File: config.mk
export PLATFORM = sky130hd
export DESIGN_NAME = cond_unit_it
export DESIGN_NICKNAME = d
export VERILOG_FILES = /design/src/rtl/cond_unit_it.sv
export SDC_FILE = /design/constraint.sdc
export NUM_CORES = 1
export LEC_CHECK = 0
export CORE_MARGIN = 2
export CORE_UTILIZATION = 27
export DETAILED_ROUTE_END_ITERATION = 10
export HOLD_SLACK_MARGIN = 0.03
export PLACE_DENSITY = 0.53
export SKIP_LAST_GASP = 1
export SLEW_MARGIN = 40
export SYNTH_ARGS = -nofsm -noshare
export SYNTH_HDL_FRONTEND = slang
export SYNTH_SLANG_ARGS = --single-unit
File: constraint.sdc
create_clock -name clk -period 2.7 [get_ports clk]
set_input_delay 0.405 -clock clk [delete_from_list [all_inputs] [get_ports clk]]
set_output_delay 0.405 -clock clk [all_outputs]
set_load 0.05 [all_outputs]
File: src/rtl/cond_unit_it.sv
// ARM condition unit with NZCV flag register and Thumb-style IT sequencer.
// Gates decoder write/branch enables with the evaluated condition.
module cond_unit_it #(
  parameter int NUM_CTRL = 3,
  parameter int REGW_IDX = 1,
  parameter bit REG_OUT  = 1'b0
) (
  input  logic                clk,
  input  logic                rst_n,
  input  logic                en,
  input  logic [3:0]          cond,
  input  logic [3:0]          alu_flags,
  input  logic [1:0]          flag_w,
  input  logic [NUM_CTRL-1:0] ctrl_in,
  input  logic                no_write,
  input  logic                it_start,
  input  logic [3:0]          it_firstcond,
  input  logic [2:0]          it_len,
  input  logic [2:0]          it_else,
  output logic                cond_ex,
  output logic [NUM_CTRL-1:0] ctrl_out,
  output logic [3:0]          flags,
  output logic                it_active,
  output logic [2:0]          it_remaining
);

  typedef enum logic {IDLE, ACTIVE} state_t;

  state_t              state_q, state_d;
  logic [3:0]          flags_q, flags_d;
  logic [2:0]          rem_q, rem_d;
  logic [3:0]          fc_q, fc_d;
  logic                inv_q, inv_d;
  logic [2:0]          sh_q, sh_d;
  logic [3:0]          ec;
  logic                pass;
  logic                cex_c;
  logic [NUM_CTRL-1:0] ctrl_c;
  logic [2:0]          else_msk;
  logic                len_ok;
  logic                it_ok;

  function automatic logic cond_ok(
    input logic [3:0] c,
    input logic [3:0] f
  );
    logic n, z, cy, v;
    {n, z, cy, v} = f;
    case (c)
      4'b0000: cond_ok = z;
      4'b0001: cond_ok = !z;
      4'b0010: cond_ok = cy;
      4'b0011: cond_ok = !cy;
      4'b0100: cond_ok = n;
      4'b0101: cond_ok = !n;
      4'b0110: cond_ok = v;
      4'b0111: cond_ok = !v;
      4'b1000: cond_ok = cy & !z;
      4'b1001: cond_ok = !cy | z;
      4'b1010: cond_ok = (n == v);
      4'b1011: cond_ok = (n != v);
      4'b1100: cond_ok = !z & (n == v);
      4'b1101: cond_ok = z | (n != v);
      default: cond_ok = 1'b1;
    endcase
  endfunction

  // Else bits that belong to slots 2..len of the requested block
  always_comb begin
    case (it_len)
      3'd2:    else_msk = 3'b001;
      3'd3:    else_msk = 3'b011;
      3'd4:    else_msk = 3'b111;
      default: else_msk = 3'b000;
    endcase
  end

  assign len_ok = (it_len != 3'd0) && (it_len <= 3'd4);
  assign it_ok  = len_ok &&
                  !((it_firstcond == 4'b1110) && (|(it_else & else_msk)));

  // inv_q is the polarity of the current slot; sh_q queues the later ones
  always_comb begin
    state_d = state_q;
    flags_d = flags_q;
    rem_d   = rem_q;
    fc_d    = fc_q;
    inv_d   = inv_q;
    sh_d    = sh_q;
    ec      = (state_q == ACTIVE) ? {fc_q[3:1], fc_q[0] ^ inv_q} : cond;
    pass    = cond_ok(ec, flags_q);
    cex_c   = ((state_q == IDLE) && it_start) ? 1'b1 : pass;
    ctrl_c  = ctrl_in & {NUM_CTRL{cex_c & en}};
    if (no_write) ctrl_c[REGW_IDX] = 1'b0;
    if (it_start) ctrl_c = '0;
    if (en && cex_c) begin
      if (flag_w[1]) flags_d[3:2] = alu_flags[3:2];
      if (flag_w[0]) flags_d[1:0] = alu_flags[1:0];
    end
    if (en) begin
      if (state_q == ACTIVE) begin
        rem_d = rem_q - 3'd1;
        inv_d = sh_q[0];
        sh_d  = sh_q >> 1;
        if (rem_q == 3'd1) state_d = IDLE;
      end else if (it_start && it_ok) begin
        state_d = ACTIVE;
        rem_d   = it_len;
        fc_d    = it_firstcond;
        inv_d   = 1'b0;
        sh_d    = it_else;
      end
    end
  end

  always_ff @(posedge clk or negedge rst_n) begin
    if (!rst_n) begin
      state_q <= IDLE;
      flags_q <= '0;
      rem_q   <= '0;
      fc_q    <= '0;
      inv_q   <= 1'b0;
      sh_q    <= '0;
    end else begin
      state_q <= state_d;
      flags_q <= flags_d;
      rem_q   <= rem_d;
      fc_q    <= fc_d;
      inv_q   <= inv_d;
      sh_q    <= sh_d;
    end
  end

  assign flags        = flags_q;
  assign it_active    = (state_q == ACTIVE);
  assign it_remaining = rem_q;

  if (REG_OUT) begin : g_reg
    logic                cex_q;
    logic [NUM_CTRL-1:0] ctrl_q;
    always_ff @(posedge clk or negedge rst_n) begin
      if (!rst_n) begin
        cex_q  <= 1'b0;
        ctrl_q <= '0;
      end else begin
        cex_q  <= cex_c;
        ctrl_q <= ctrl_c;
      end
    end
    assign cond_ex  = cex_q;
    assign ctrl_out = ctrl_q;
  end else begin : g_comb
    assign cond_ex  = cex_c;
    assign ctrl_out = ctrl_c;
  end

endmodule

==> run metrics, run 1 <==
drc violations=0; die width=~70 microns; Ports=40; Final period util=between 90% and 100%; worst skew pair latency=between 0.2 and 0.3 ns; Post-synth EDFFs=0; ANT nets after route=0; top cells by area, synth=dfrtp_1 36%, mux2i_1 5.3%, nand2_1 4.7%, mux2_1 4.0%, mux2_2 4.0%; Final Setup Violations=0; initial core utilization=~28%; max frequency=between 300 and 400 MHz; Crit. End Element=output pin; Clock Pin Slew Worst Setup and Hold Paths=about 0.070 ns; die height=slightly below 70 microns; Slew Viols, Final=0; overall routed net length=just over 3000 microns; maximum VDD drop=about 0.00063 V; vias after detailed routing=between 1000 and 1500; status=finished clean; CTS Sinks=16; area leader, netlist=dfrtp_1; average size of a mapped cell=9.17 sq um; initial antenna violation count=0; fraction of registers with async set/reset=100%; worst slack, placed=-0.169 ns; DP HPWL=about 2300 microns; synth warn=0; slowest stage delay, CP=around 0.37 ns; top-count cell post-synth=dfrtp_1; Via-to-Cell Ratio=4.96; slew at the pin with the worst max-slew slack=0.494 ns; CORE AREA=roughly 4000 sq um; Final Wtd Congestion=0.825; Setup WS post-layout=0.0644 ns; PwrDens=about 1200 nW/um^2; Slew HR=67.0%; most common library cells after synthesis=16 x dfrtp_1, 14 x nand2_1, 8 x nor2_1, 8 x o21ai_0, 7 x a21oi_1; Net Count, Synth=154; worst-path fanout max=7; critical path required time=roughly 2.3 ns; die area=4710 sq um; crit start category=flop; post-synth cell types=43; Synth Flop Type=dfrtp_1; first-pass GRT wire length=just under 5000 microns; fin util=~45%; hold slack=roughly 0.065 ns; pin count of the biggest net entering global routing=17; Num CTS Buffers=3; Gate Count Post-Synth=123; maximum clock path buffer count=2; nets@finish=between 200 and 250; GRT Util Overall=between 10% and 20%; slowest CP cell=dfrtp_2; ANT cells=0; max cap viols=0; vias in the first global route=1068; final clock skew=around 0.0036 ns; H-tree level count=1; Area Growth Syn to Fin=58.0%; CP Cell Sequence=buf_6, mux2i_4, mux2i_2, xnor2_1, a211oi_2, and3_4, nor4bb_4, buf_12; num rows=23; Hold Violations, Final=0; Port Buf Inserts=39; RSZ-0062 raised after global routing=true; gr ovfl total=0; setup tns final=0 ns; DRT Pass-1 Iters=4; CP bufs+invs=2; WS Path Type=flop to output pin; Seq/Total Area, Yosys=between 30% and 40%; synthesized cell area=between 1000 and 1500 sq um; worst hold path class=input port to async pin; Root Buffer=clkbuf_8; DRT iter0 DRCs=about 100; DR WL/cell=roughly 14 microns; Crit path arrival time=between 2 and 2.5 ns; fin crit period=between 2 and 3 ns; crit-path leading delay family=simple AND/OR/NAND/NOR gates; flops & latches, synth=16; share of cells above drive strength 1=about a quarter; Leak=roughly 0.76 nW; CTS tree=built; area share of the largest cell type after synthesis=35.5%
[final cells by class]
cell class                 instances  area, sq um
tap                               50         62.6
timing repair buffer              51          480
sequential                        16          402
clock buffer                       4         55.1
fill                             382         2220
inverter                           6         22.5
multi-input combinational         97          759
[state kept, by name, indices dropped and copies added, names as in the netlist]
name and count:
sh_q 3, flags 4, it_remaining 3, inv_q 1, it_active 1, fc_q 4
[per-layer routing]
metal / vias to the layer above / routed length, microns / GRT usage (%) / part of all wire (%)
met4: 0 / 37 / 6.25 / 1.2
met1: 526 / 1460 / 18.7 / 48
li1: 554 / - / - / -
met5: - / 0 / 0 / 0
met3: 5 / 125 / 1.62 / 4.1
met2: 26 / 1400 / 22.0 / 46
[power by group]
| group | total, W | switching, W | internal (W) |
|---|---|---|---|
| Combinational | 0.00151 | 0.000826 | 0.000682 |
| Sequential | 0.000504 | 0.000150 | 0.000354 |
| Clock | 0.000215 | 0.0000855 | 0.000129 |
| Total | 0.00223 | 0.00106 | 0.00116 |
[cells in the final DEF, fill, tap and decap left out, types with 2 or more instances in the layout]
master	synthesis	final
mux2i_1	6	4
clkdlybuf4s50_1	0	30
a21oi_1	7	6
or2_2	2	2
a211o_1	2	2
nand3_1	3	3
nor2b_1	2	2
clkbuf_8	0	4
mux2_1	4	4
dlygate4sd2_1	0	3
mux2_2	4	4
nand2_1	14	14
nor2_1	8	8
a211oi_2	1	2
ha_1	3	3
o21ai_0	8	8
buf_4	3	14
a31oi_1	2	2
inv_1	5	5
o211ai_1	3	3
nand4b_1	2	2
dfrtp_1	16	15
[per-stage QoR]
stage	cells	total power (W)	cell area [sq um]
6_report	224	0.00223	1780
5_1_grt	224	0.00237	1780
4_1_cts	222	0.00209	1710
3_5_place_dp	212	0.00176	1600
3_3_place_gp	212	0.00174	1600
2_1_floorplan	123	0.00139	1140
[repair_timing]
| item | 4_1_cts | 5_1_grt |
|---|---|---|
| gates cloned | 0 | 0 |
| hold buffers | 0 | 0 |
| resized for setup | 9 | 13 |
| endpoints found under the hold margin | 0 | 0 |
| pin swaps | 3 | 5 |
| setup buffers | 6 | 2 |
| setup endpoints to repair | 4 | 4 |
[worst reg2reg max path: stages, from the launching register on]
cell and delay (ns):
dfrtp_2 0.37, buf_6 0.13, mux2i_4 0.26, mux2i_2 0.26, xnor2_1 0.16, a211oi_2 0.10, buf_4 0.14, buf_4 0.12
a31oi_1 0.26, mux2_1 0.35
[cell families after synthesis]
group,count (synthesis),synth area share [%]
AOI/OAI and AO/OA,35,21.3
xor gates and xnor gates,3,2.33
adders and majority gates,3,3.33
buffers and inverters,10,4.44
DFF,16,35.5
muxes,14,13.3
and+or+nand+nor,42,19.8
[path summary, 6_finish.rpt]
kind	start	to	slack, ns	cells after the start
worst max register to register	it_active	flags[3]	0.43	9
min in group clk	sh_q[0]	sh_q[0]	0.48	2
worst min-delay path	rst_n	it_remaining[1]	0.07	1
max in group asynchronous	rst_n	it_active	2.34	1
worst min register to register	sh_q[0]	sh_q[0]	0.48	2
worst max-delay path	it_active	ctrl_out[1]	0.06	8
No activity file was read; power rests on OpenSTA's default activity.
==> inputs of run 2 (changes only) <==
Settings changed: CORE_UTILIZATION 27 to 40, PLACE_DENSITY 0.53 to 0.75.
Clock period 2.7 ns to 2.2 ns, I/O delays scaled along.
==> run 2 against run 1 <==
  * The run now ends with negative setup slack left
  * Hold slack gained 0.40 ns
  * Global-route usage is 9.1 points higher
  * Die area is 31% lower
  * Critical path depth did not move
  * Final area is 15% higher
  * Clock-buffer cell count unchanged
  * Worst setup slack lost 0.59 ns
  * Register-to-register slack lost 0.76 ns
  * Non-clock buffer count grew 25
  * Sequential power up 22%
  * Clock skew is 0.0070 ns higher
  * Sequential share of layout area decreased by 2.9 points
  * Largest cell class unchanged
==> run metrics, run 2 (synthesis results as in run 1) <==
WS Path Type=input port to output pin (was flop to output pin); overall routed net length=3760 microns (was 3030 microns); Area Growth Syn to Fin=81.4% (was 58.0%); pin count of the biggest net entering global routing=17 (unchanged); failing checks=negative setup slack; CTS tree=built (unchanged); Crit. End Element=output pin (unchanged); gr ovfl total=0 (unchanged); DR WL/cell=16.4 microns (was 13.5 microns); Final Wtd Congestion=0.980 (was 0.825); Ports=40 (unchanged); status=finished with violations (was finished clean); DRT iter0 DRCs=84 (was 98); CTS Sinks=16 (unchanged); vias after detailed routing=1302 (was 1111); initial core utilization=41.6% (was 28.2%); maximum clock path buffer count=2 (unchanged); num rows=19 (was 23); maximum VDD drop=0.00158 V (was 0.000628 V); Met1 Wirelength=1440 microns (was 1460 microns); die area=3260 sq um (was 4710 sq um); met3 wire length=221 microns (was 125 microns); vias in the first global route=1360 (was 1068); drc violations=0 (unchanged); most common library cell in the layout ignoring fill and taps=clkdlybuf4s50_1 (unchanged); routed wl met2=2010 microns (was 1400 microns); max frequency=approximately 370 MHz; RSZ-0062 raised after global routing=true (unchanged); max layer used=met4 (unchanged); worst skew pair latency=0.29 ns (was 0.25 ns); worst slack, placed=-0.421 ns (was -0.169 ns); Port Buf Inserts=39 (unchanged); critical path required time=1.87 ns (was 2.30 ns); setup tns final=-3.38 ns (was 0 ns); Setup WS post-layout=-0.521 ns (was 0.0644 ns); GRT Util Overall=22.9% (was 13.8%); Slew Viols, Final=0 (unchanged); crit start category=input port (was flop); share of cells above drive strength 1=38.7% (was 25.9%); initial antenna violation count=0 (unchanged); PwrDens=1620 nW/um^2 (was 1250 nW/um^2); die height=57.1 microns (was 68.6 microns); Final period util=124%; Final Setup Violations=8 (was 0); CP bufs+invs=2 (unchanged); crit-path leading delay family=simple AND/OR/NAND/NOR gates (unchanged); first-pass GRT wire length=5930 microns (was 4920 microns); ANT cells=0 (unchanged); Num CTS Buffers=3 (unchanged); Via-to-Cell Ratio=5.66 (was 4.96); Leak=0.884 nW (was 0.758 nW); Clock Pin Slew Worst Setup and Hold Paths=0.11 ns (was 0.07 ns); fin crit period=about 2.7 ns; nets@finish=231 (was 206); final clock skew=0.0106 ns (was 0.00360 ns); Hold Violations, Final=0 (unchanged); max cap viols=0 (unchanged); slew at the pin with the worst max-slew slack=0.500 ns (was 0.494 ns); ANT nets after route=0 (unchanged); H-tree level count=1 (unchanged); hold slack=0.467 ns (was 0.0650 ns); die width=57.1 microns (was 68.6 microns); DP HPWL=2440 microns (was 2270 microns); Slew HR=66.6% (was 67.0%); Crit path arrival time=2.39 ns (was 2.23 ns); commonest non-fill, non-tap cells in the layout=32 x clkdlybuf4s50_1, 31 x buf_4, 15 x dfrtp_1, 14 x nand2_1, 8 x o21ai_0 (was 30 x clkdlybuf4s50_1, 15 x dfrtp_1, 14 x nand2_1, 14 x buf_4); worst hold path class=input port to async pin (unchanged); DRT Pass-1 Iters=4 (unchanged); slowest stage delay, CP=0.52 ns (was 0.37 ns); slowest CP cell=clkdlybuf4s50_1 (was dfrtp_2); worst-path fanout max=3 (was 7); CP Cell Sequence=clkdlybuf4s50_1, nor4b_2, o21ai_0, mux2i_1, a211oi_2, and3_4, nor4bb_4, buf_12 (was buf_6, mux2i_4, mux2i_2, xnor2_1, a211oi_2, and3_4, nor4bb_4, buf_12); CORE AREA=2710 sq um (was 4000 sq um); Root Buffer=clkbuf_4 (was clkbuf_8)
==> run 2: path summary, 6_finish.rpt <==
path	from	to	slack, ns	cells after the start
setup / recovery	cond[1]	ctrl_out[1]	-0.52	8
setup reg to reg	it_active	flags[2]	-0.33	11
min in group clk	sh_q[1]	sh_q[1]	0.49	2
hold reg to reg	sh_q[1]	sh_q[1]	0.49	2
max in group asynchronous	rst_n	it_active	1.42	2
hold / removal	rst_n	it_remaining[1]	0.47	2
==> run 2: timing repair <==
action	in CTS	in global routing
buffers inserted	13	3
endpoints found under the hold margin	0	16
hold buffers	0	1
gates resized for setup	21	9
setup endpoints to repair	4	9
pin swaps	13	8
gates cloned	0	0
==> run 2: where the power goes <==
group | internal, W | switching (W)
Clock | 0.000101 | 0.0000986
Combinational | 0.00123 | 0.00126
Sequential | 0.000433 | 0.000184
Total | 0.00176 | 0.00154
==> run 2: through the flow <==
| step | power [W] | cell area [sq um] | utilization (%) | instances |
|---|---|---|---|---|
| after floorplan | 0.00179 | 1180 | - | 123 |
| after global placement | 0.00233 | 1730 | 63.9 | 209 |
| after detailed placement | 0.00237 | 1730 | 63.9 | 209 |
| after CTS | 0.00308 | 1960 | 72.2 | 226 |
| after global routing | 0.00348 | 2040 | 75.4 | 230 |
| final | 0.00330 | 2040 | 75.4 | 230 |
==> run 2: layout make-up <==
cell class	count	area (sq um)
multi-input combinational	97	833
timing repair buffer	76	712
fill	182	666
sequential	16	402
tap	31	38.8
clock buffer	4	36.3
inverter	6	22.5
==> run 2: per-layer routing <==
layer | vias up | global-route usage (%)
met2 | 64 | 43.2
met5 | - | 0
met1 | 622 | 26.6
met4 | 0 | 7.64
li1 | 606 | -
met3 | 10 | 2.95
==> inputs of run 3 (changes only) <==
Settings changed: CORE_MARGIN 2 to not set.
==> run 3 against run 2 <==
  * The run still ends with negative setup slack left
  * Critical path depth fell by 1
  * Total power fell by 8.7%
  * Hold slack got worse by 0.13 ns
  * Sequential share of layout area rose by 0.80 points
  * Global-route usage rose by 2.6 points
  * Cell count fell by 3.9%
  * Critical endpoint unchanged
  * Highest routed layer unchanged
==> run metrics, run 3 (synthesis results as in run 1) <==
status=finished with violations (unchanged); failing checks=negative setup slack (unchanged); CP Cell Sequence=nor4bb_1, o21ai_0, mux2i_1, a211oi_2, and3_4, nor4bb_4, buf_12 (was clkdlybuf4s50_1, nor4b_2, o21ai_0, mux2i_1, a211oi_2, and3_4, nor4bb_4, buf_12); Setup WS post-layout=-0.585 ns (was -0.521 ns); Final Setup Violations=7 (was 8); CORE AREA=2570 sq um (was 2710 sq um); nets@finish=223 (was 231); H-tree level count=1 (unchanged); RSZ-0062 raised after global routing=true (unchanged); maximum clock path buffer count=2 (unchanged); ANT nets after route=0 (unchanged); DRT iter0 DRCs=23 (was 84); initial antenna violation count=0 (unchanged); slowest stage delay, CP=0.48 ns (was 0.52 ns); initial core utilization=43.9% (was 41.6%); WS Path Type=flop to output pin (was input port to output pin); CTS tree=built (unchanged); Crit path arrival time=2.45 ns (was 2.39 ns); Slew Viols, Final=0 (unchanged); ANT cells=0 (unchanged); Via-to-Cell Ratio=5.59 (was 5.66); gr ovfl total=0 (unchanged); most common library cell in the layout ignoring fill and taps=clkdlybuf4s50_1 (unchanged); Num CTS Buffers=3 (unchanged); vias in the first global route=1292 (was 1360); die width=55.1 microns (was 57.1 microns); commonest non-fill, non-tap cells in the layout=34 x clkdlybuf4s50_1, 25 x buf_4, 15 x dfrtp_1, 14 x nand2_1, 8 x o21ai_0 (was 32 x clkdlybuf4s50_1, 31 x buf_4, 15 x dfrtp_1, 14 x nand2_1, 8 x o21ai_0); final std cells w/o fill=221 (was 230); fin util=76.5% (was 75.4%); slew at the pin with the worst max-slew slack=0.501 ns (was 0.500 ns); maximum VDD drop=0.00133 V (was 0.00158 V); Final Wtd Congestion=0.842 (was 0.980); die height=55.1 microns (was 57.1 microns); Final period util=127% (was 124%); GRT Util Overall=25.5% (was 22.9%); Slew HR=66.5% (was 66.6%); Area Growth Syn to Fin=74.3% (was 81.4%); Clock Pin Slew Worst Setup and Hold Paths=0.10 ns (was 0.11 ns); PwrDens=1540 nW/um^2 (was 1620 nW/um^2); die area=3030 sq um (was 3260 sq um); max frequency=359 MHz (was 367 MHz); slowest CP cell=dfrtp_1 (was clkdlybuf4s50_1); Crit. End Element=output pin (unchanged); final clock skew=0.00604 ns (was 0.0106 ns); Ports=40 (unchanged); num rows=18 (was 19); vias after detailed routing=1235 (was 1302); worst skew pair latency=0.30 ns (was 0.29 ns); worst-path fanout max=7 (was 3); fin crit period=2.78 ns (was 2.72 ns); DRT Pass-1 Iters=4 (unchanged); pin count of the biggest net entering global routing=17 (unchanged); max cap viols=0 (unchanged); first-pass GRT wire length=5430 microns (was 5930 microns); critical path required time=1.87 ns (about the same); overall routed net length=3560 microns (was 3760 microns); placed cells=209 (unchanged); Port Buf Inserts=39 (unchanged); DR WL/cell=16.1 microns (was 16.4 microns); Hold Violations, Final=0 (unchanged); CTS Sinks=16 (unchanged); worst hold path class=input port to async pin (unchanged); drc violations=0 (unchanged); hold slack=0.339 ns (was 0.467 ns); Root Buffer=clkbuf_4 (unchanged); Leak=0.850 nW (was 0.884 nW); crit start category=flop (was input port); DP HPWL=2470 microns (was 2440 microns); share of cells above drive strength 1=34.6% (was 38.7%)
[run 3: repair_timing]
| item | CTS | global route |
|---|---|---|
| pin swaps | 6 | 4 |
| buffers inserted | 8 | 1 |
| gates resized for setup | 16 | 8 |
| hold buffers | 0 | 0 |
| setup endpoints to repair | 4 | 8 |
[run 3: final timing paths]
path,startpoint,to,slack (ns),depth (start not counted)
max,fc_q[3],ctrl_out[1],-0.58,7
min,rst_n,it_remaining[1],0.34,2
max reg2reg,fc_q[3],flags[3],-0.03,7
min reg2reg,sh_q[1],sh_q[1],0.50,2
max in group asynchronous,rst_n,it_active,1.66,2
min in group clk,sh_q[1],sh_q[1],0.50,2
[run 3: cell type report]
cell class | instances | area [sq um]
Timing Repair Buffer | 68 | 652
Tap cell | 30 | 37.5
Inverter | 6 | 22.5
Sequential cell | 16 | 402
Multi-Input combinational cell | 97 | 815
Fill cell | 187 | 603
Clock buffer | 4 | 36.3
[run 3: per-layer routing]
layer,routed length [microns],up-vias,global-route usage (%)
li1,-,589,-
met1,1460,596,27.4
met2,1910,40,48.8
met3,97,10,3.28
met4,90,0,11.7
met5,0,-,0
[run 3: where the power goes]
group / switching (W) / total (W) / internal [W]
logic: 0.00116 / 0.00220 / 0.00104
registers: 0.000184 / 0.000617 / 0.000433
clock network: 0.000102 / 0.000203 / 0.000101
[run 3: worst max-delay path, delay by kind of cell, from the launching register on]
kind	cells	cell delay, ns
AND/OR/NAND/NOR	3	0.99
flip-flops	1	0.48
AO/OA/AOI/OAI	2	0.28
multiplexers	1	0.23
buffers and inverters	1	0.18
[run 3: through the flow]
stage	power [W]	setup WS [ns]	instance area [sq um]	TNS (ns)
after global routing	0.00319	-0.692	1960	-2.67
after global placement	0.00232	-0.361	1750	-2.05
final	0.00302	-0.585	1960	-1.96
after detailed placement	0.00237	-0.444	1750	-2.74
after floorplan	0.00179	-0.397	1180	-0.765
after CTS	0.00286	-0.402	1920	-1.31
